<file path="src/rtl/lag_scan_sequencer.sv">
// Per-frame lag sweep for PeakFinder: clear, scan lags 0..2*MAX_LAGS, settle, then present the result.
// Result valid 2*MAX_LAGS+4 cycles after accept; lag_ready low holds OUTPUT and blocks new frames.
module lag_scan_sequencer #(
  parameter int BITS_PER_XCORR = 6,
  parameter int MAX_LAGS       = 17,
  parameter int NO_PEAK_CODE   = 2**BITS_PER_XCORR - 1
) (
  input  logic                             clk,
  input  logic                             rst,
  input  logic                             xcorr_valid,
  output logic                             xcorr_ready,
  output logic                             busy,
  output logic                             peak_clear,
  output logic        [BITS_PER_XCORR-1:0] iterator,
  input  logic        [BITS_PER_XCORR-1:0] peak_lag,
  output logic                             lag_valid,
  input  logic                             lag_ready,
  output logic        [BITS_PER_XCORR-1:0] lag_index,
  output logic signed [BITS_PER_XCORR-1:0] lag_offset,
  output logic                             lag_none
);

  localparam int W = BITS_PER_XCORR;
  localparam logic [W-1:0] LAST_LAG = W'(2 * MAX_LAGS);
  localparam logic [W-1:0] CENTRE   = W'(MAX_LAGS);

  if (2 * MAX_LAGS + 1 > 2**BITS_PER_XCORR) begin : g_lag_width_chk
    $error("lag range 0..2*MAX_LAGS does not fit in BITS_PER_XCORR bits");
  end
  if (NO_PEAK_CODE <= 2 * MAX_LAGS) begin : g_no_peak_chk
    $error("NO_PEAK_CODE must lie above the scanned lag range");
  end

  typedef enum logic [2:0] {
    IDLE,
    CLEAR,
    SCAN,
    SETTLE,
    OUTPUT
  } state_t;

  state_t       state, state_nxt;
  logic [W-1:0] iter_q, iter_nxt;

  always_ff @(posedge clk or posedge rst) begin
    if (rst) begin
      state  <= IDLE;
      iter_q <= '0;
    end else begin
      state  <= state_nxt;
      iter_q <= iter_nxt;
    end
  end

  // The counter only moves in SCAN, so it reads 0 in every other state.
  always_comb begin
    state_nxt = state;
    iter_nxt  = '0;
    case (state)
      IDLE:   if (xcorr_valid) state_nxt = CLEAR;
      CLEAR:  state_nxt = SCAN;
      SCAN: begin
        if (iter_q == LAST_LAG) state_nxt = SETTLE;
        else                    iter_nxt  = iter_q + W'(1);
      end
      SETTLE: state_nxt = OUTPUT;
      OUTPUT: if (lag_ready) state_nxt = IDLE;
      default: state_nxt = IDLE;
    endcase
  end

  assign xcorr_ready = (state == IDLE);
  assign busy        = (state != IDLE);
  assign peak_clear  = (state == CLEAR);
  assign lag_valid   = (state == OUTPUT);
  assign iterator    = iter_q;

  // Any code outside the scanned range, including NO_PEAK_CODE, means no peak.
  always_ff @(posedge clk or posedge rst) begin
    if (rst) begin
      lag_index  <= '0;
      lag_offset <= '0;
      lag_none   <= 1'b0;
    end else if (state == SETTLE) begin
      if (peak_lag <= LAST_LAG) begin
        lag_index  <= peak_lag;
        lag_offset <= peak_lag - CENTRE;
        lag_none   <= 1'b0;
      end else begin
        lag_index  <= '0;
        lag_offset <= '0;
        lag_none   <= 1'b1;
      end
    end
  end

endmodule

</file>
<file path="config.mk">
export PLATFORM = sky130hd
export DESIGN_NAME = lag_scan_sequencer
export DESIGN_NICKNAME = d
export VERILOG_FILES = /design/src/rtl/lag_scan_sequencer.sv
export SDC_FILE = /design/constraint.sdc
export NUM_CORES = 1
export LEC_CHECK = 0
export ABC_AREA = 1
export CAP_MARGIN = 20
export CORE_AREA = 2 2 50 56
export CTS_CLUSTER_DIAMETER = 80
export DETAILED_ROUTE_END_ITERATION = 7
export DIE_AREA = 0 0 52 58
export GPL_ROUTABILITY_DRIVEN = 0
export PLACE_DENSITY = 0.75
export SLEW_MARGIN = 10
export SYNTH_ARGS = -nofsm -noshare
export SYNTH_HDL_FRONTEND = slang
export SYNTH_SLANG_ARGS = --single-unit
</file>
<file path="constraint.sdc">
create_clock -name clk -period 1.4 [get_ports clk]
set_input_delay 0.28 -clock clk [delete_from_list [all_inputs] [get_ports clk]]
set_output_delay 0.28 -clock clk [all_outputs]
set_load 0.01 [all_outputs]
</file>
; ---- After elaboration in Yosys (flattened, before gate mapping)
; Index checks and enable logic that the tools add are counted.
[totals]
out_inout_bits = 23
word_cells = 28
in_bits = 10
ff_bits = 22
[classes]
n_addsub = 2
n_mux = 9
magnitude_cmp = 1
eq_ne = 8
reduce_logical = 3
[op_table]
columns = op, n
row1 = $mux W6, 4
row2 = $pmux W3 S5, 1
row3 = $mux W3, 3
row4 = $add A6 B1 Y6 const B, 1
row5 = $eq A3 B2 Y1 const B, 2
row6 = $eq A6 B6 Y1 const B, 1
row7 = $le A6 B6 Y1 const B, 1
row8 = $sub A6 B5 Y6 const B, 1
row9 = $ne A2 B2 Y1 const B, 2
row10 = $eq A3 B1 Y1 const B, 1
row11 = $eq A3 B3 Y1 const B, 1
row12 = $logic_not A3 Y1, 1
row13 = $reduce_and A3 Y1, 1
row14 = $reduce_bool A3 Y1, 1
row15 = $ne A2 B1 Y1 const B, 1
row16 = $mux W1, 1

; ---- Longest topological paths before layout
[depth]
ltp_word = 3
ltp_mapped = 8
ltp_nobuf = 8

; ---- Worst setup path after synthesis
; No wires, ideal clock.
[synth_timing]
kind = reg-to-reg
startpoint = register iter_q[0] (netlist: iterator[0])
endpoint = register state[0]
n_path_buf = 0
stages_incl_launch_ff = 7
period_less_slack_ns = 1.137
arrival_time_ns = 1.051
slack_ns = 0.263
setup_time_ns = 0.086
required_ns = 1.314
cell_sequence = dfrtp_1 inv_1 ha_1 nand2_1 o21ai_2 nand2_1 nor3_1
[synth_via]
elab_chain_len = 3
[synth_lines]
columns = item, line_no
row1 = from (decl), 43  ; logic [W-1:0] iter_q, iter_nxt;
row2 = from (signal assigned), 51  ; iter_q <= iter_nxt;
row3 = $eq A6 B6 Y1, 63  ; if (iter_q == LAST_LAG) state_nxt = SETTLE;
row4 = $ne A2 B2 Y1 (no source line), n/a
row5 = $reduce_and A3 Y1 (no source line), n/a
row6 = to (signal assigned), 50  ; state <= state_nxt;
row7 = to (decl), 42  ; state_t state, state_nxt;
; No other way between the ends.
; A chain may end at the register's enable or synchronous reset.

; ---- Worst setup path after layout
[layout_timing]
startpoint = register state[0]
endpoint = output port lag_valid
[layout_via]
elab_chain_len = 1
[layout_lines]
columns = item, line_no
row1 = $eq A3 B3 Y1, 75  ; assign lag_valid = (state == OUTPUT);
row2 = to (decl), 16  ; output logic lag_valid,
; No other way between the ends.

==> summary.txt <==
Yosys
  – Dominant synthesized flop cell: dfrtp_1
  – Area leader, netlist: dfrtp_1
  – Synth cell types: 21
  – Mapped Area: 1060 um^2
  – Async S/R FF share, synth: 1.00
  – Ys Warns: 0
  – Mapped Cells: 124
  – Sequential fraction of the synthesis area: 0.519
  – Synth top area share: 0.519
  – Syn_nets: 138
  – Top-count cell post-synth: nand2_1
  – Yosys reg bits: 22
  – Syn_area_per_cell: 8.55 um^2
  – Synth cell count leaders: nand2_1, dfrtp_1, inv_1, nor2_1, o21ai_1
  – Synth area leaders: dfrtp_1, nand2_1, inv_1
  – Number of synthesized flops with an enable pin: 0

Critical path
  – Critical Path Source Type: flip-flop
  – CP arrival: 1.15 ns
  – CP Max Fanout: 3
  – Critical-path cell list: buf_4, nor3_4, buf_2
  – Largest stage delay, worst path: 0.41 ns
  – Largest delay share family, worst path: flip-flops
  – Worst setup EP type: output port
  – Slowest cell on the critical path: dfrtp_1
  – Crit path kind: reg2out
  – Worst EP required: 1.12 ns
  – Crit path buffers/inverters: 2

Timing
  – Final Hold Fails: 0
  – Final WS setup: -0.0306 ns
  – RSZ-0062 raised after global routing: yes
  – Setup Skew: 0.00338 ns
  – Hold WS: 0.307 ns
  – Max Transition Viols Final: 0
  – Worst rel slew slack: 0.809
  – Final Critical Period: 1.43 ns
  – Worst Tran Pin Value: 0.286 ns
  – Total negative slack: -0.0537 ns
  – # setup viols final: 3
  – Tcrit/Tclk final: 1.02
  – Fmax: 699 MHz

Outcome
  – Failing checks: negative setup slack
  – Run status: finished with violations

Final layout
  – ANT cells: 0
  – Layout filler cell count: 229
  – Area of the multi-input gates: 469 um^2
  – Final Core Density: 0.668
  – Synth-to-Final Area Change: 54.4%
  – Layout cells sized above 1: 0.273
  – Nets: 199
  – Reg area: 551 um^2

Power and ir drop
  – Reg power frac: 0.364
  – Clock power frac: 0.105
  – Switching share of total power: 0.383
  – Pwr Density: 1590 nW/um^2
  – Combinational Power Share: 0.531
  – Net Switching: 998 uW
  – Max VDD drop: 0.000940 V
  – Internal power: 1610 uW
  – Leakage: 0.000881 uW

Placed design
  – Final HPWL from detailed placement: 1.84 mm
  – IO Port Bufs: 32

Global route
  – M1 GR Usage: 0.200
  – Met2 Use GR: 0.356
  – Met3 Usage GRT: 0.0309
  – Aggregate global routing overflow: 0
  – Initial antenna violation count: 0
  – First-pass GRT wire length: 4.23 mm
  – Vias in the first global route: 1055
  – Largest net degree at the start of global routing: 23
  – Total GRT Usage: 0.182
  – Busiest grt layer: met2

Clock network
  – Clk slew on worst S/H paths: 0.11 ns
  – Max clock buf depth: 2
  – H-tree levels: 1
  – CTS root buf: clkbuf_4
  – Clk_lat worst skew: 0.29 ns
  – CTS Buf Count: 3
  – CTS sink cnt: 22
  – TritonCTS clock tree: done

Floorplanning
  – Die Y: 58 um
  – Row cnt: 19
  – Overall die area: 3020 um^2
  – Top Ports: 33
  – Die width: 52 um
  – Total core area: 2450 um^2
  – Initial Util: 0.433

Detailed routing
  – DR WL/cell: 11.6 um
  – Initial drt markers: 15
  – Drt drc: 0
  – Detailed-route wire length: 2.48 mm
  – DR pass1 iterations: 4
  – Vias per inst: 4.71
  – Post-route ant nets: 0
  – Via Count: 1009

Run
  – Maxcap violations: 0

Min path
  – Hold crit path type: in2async
## layout by cell type (no fill, tap or decap), types with 2 or more instances in the layout
cell | synthesis | final
nand2_1 | 34 | 32
dfrtp_1 | 22 | 22
nand2_2 | 1 | 2
dlygate4sd2_1 | 0 | 19
inv_2 | 3 | 4
clkbuf_4 | 0 | 3
inv_1 | 15 | 13
ha_1 | 4 | 4
nor2_2 | 2 | 4
o21ai_1 | 9 | 9
xor2_1 | 2 | 2
nor2_1 | 15 | 13
nand3_1 | 4 | 4
nor3b_1 | 2 | 2
buf_2 | 0 | 3
buf_4 | 0 | 24
clkdlybuf4s50_1 | 0 | 9
## area by class of cell
cell class                      count  area share
Sequential cell                    22       0.336
Multi-Input combinational cell     83       0.287
Clock buffer                        3      0.0138
Timing Repair Buffer               57       0.295
Tap cell                           31      0.0237
Inverter                           18      0.0443
## per-layer routing
| metal | up-vias | routed length, um | share of wire |
|---|---|---|---|
| met1 | 472 | 934 | 0.38 |
| met4 | 0 | 14 | 0.0056 |
| met5 | - | 0 | 0 |
| met2 | 31 | 1420 | 0.57 |
| li1 | 502 | - | - |
| met3 | 4 | 107 | 0.043 |
## repair_timing
item	CTS	global route
gates resized for setup	38	12
setup buffers	9	4
pin swaps	3	4
endpoints found under the setup margin	23	15
hold buffers	0	0
## stage by stage
stage          setup WS (ns)  total power (uW)  area, um^2  std cells
2_1_floorplan          0.263              1550        1060        124
3_3_place_gp          -0.217              2170        1500        198
3_5_place_dp          -0.270              2210        1500        198
4_1_cts              -0.0659              2430        1560        210
5_1_grt               -0.114              2810        1640        214
6_report             -0.0306              2600        1640        214
## registers in the layout (all words and copies together), names as in the netlist
| register | flops |
|---|---|
| lag_offset | 6 |
| lag_none | 1 |
| state | 3 |
| lag_index | 6 |
| iterator | 6 |
## power by group through the flow
stage | clock, uW | combinational [uW] | sequential [uW]
5_1_grt | 321 | 1520 | 971
3_3_place_gp | 0 | 1210 | 964
2_1_floorplan | 0 | 517 | 1030
6_report | 274 | 1380 | 947
4_1_cts | 276 | 1210 | 947
3_5_place_dp | 0 | 1240 | 975
## path summary, 6_finish.rpt
check,start,end,slack [ns],cells past startpoint
worst min register to register,lag_offset[3],lag_offset[3],0.49,2
worst min-delay path,rst,iterator[0],0.31,3
worst max-delay path,state[0],lag_valid,-0.03,3
min in group clk,lag_offset[3],lag_offset[3],0.49,2
max in group asynchronous,rst,iterator[5],0.87,3
worst max register to register,state[2],lag_offset[1],0.04,8
## tightest hold or removal path: stages
cell and delay, ns:
clkdlybuf4s50_1 0.39, inv_1 0.05, buf_4 0.28
## cell families after synthesis
group | after synthesis | synth area share
AND/OR/NAND/NOR | 63 | 0.259
flip-flops | 22 | 0.519
buffers and inverters | 19 | 0.0744
AO/OA/AOI/OAI | 13 | 0.0756
adder cells (fa/ha/maj) | 4 | 0.0472
XOR/XNOR | 3 | 0.0248
(Power assumes the default switching activity.)
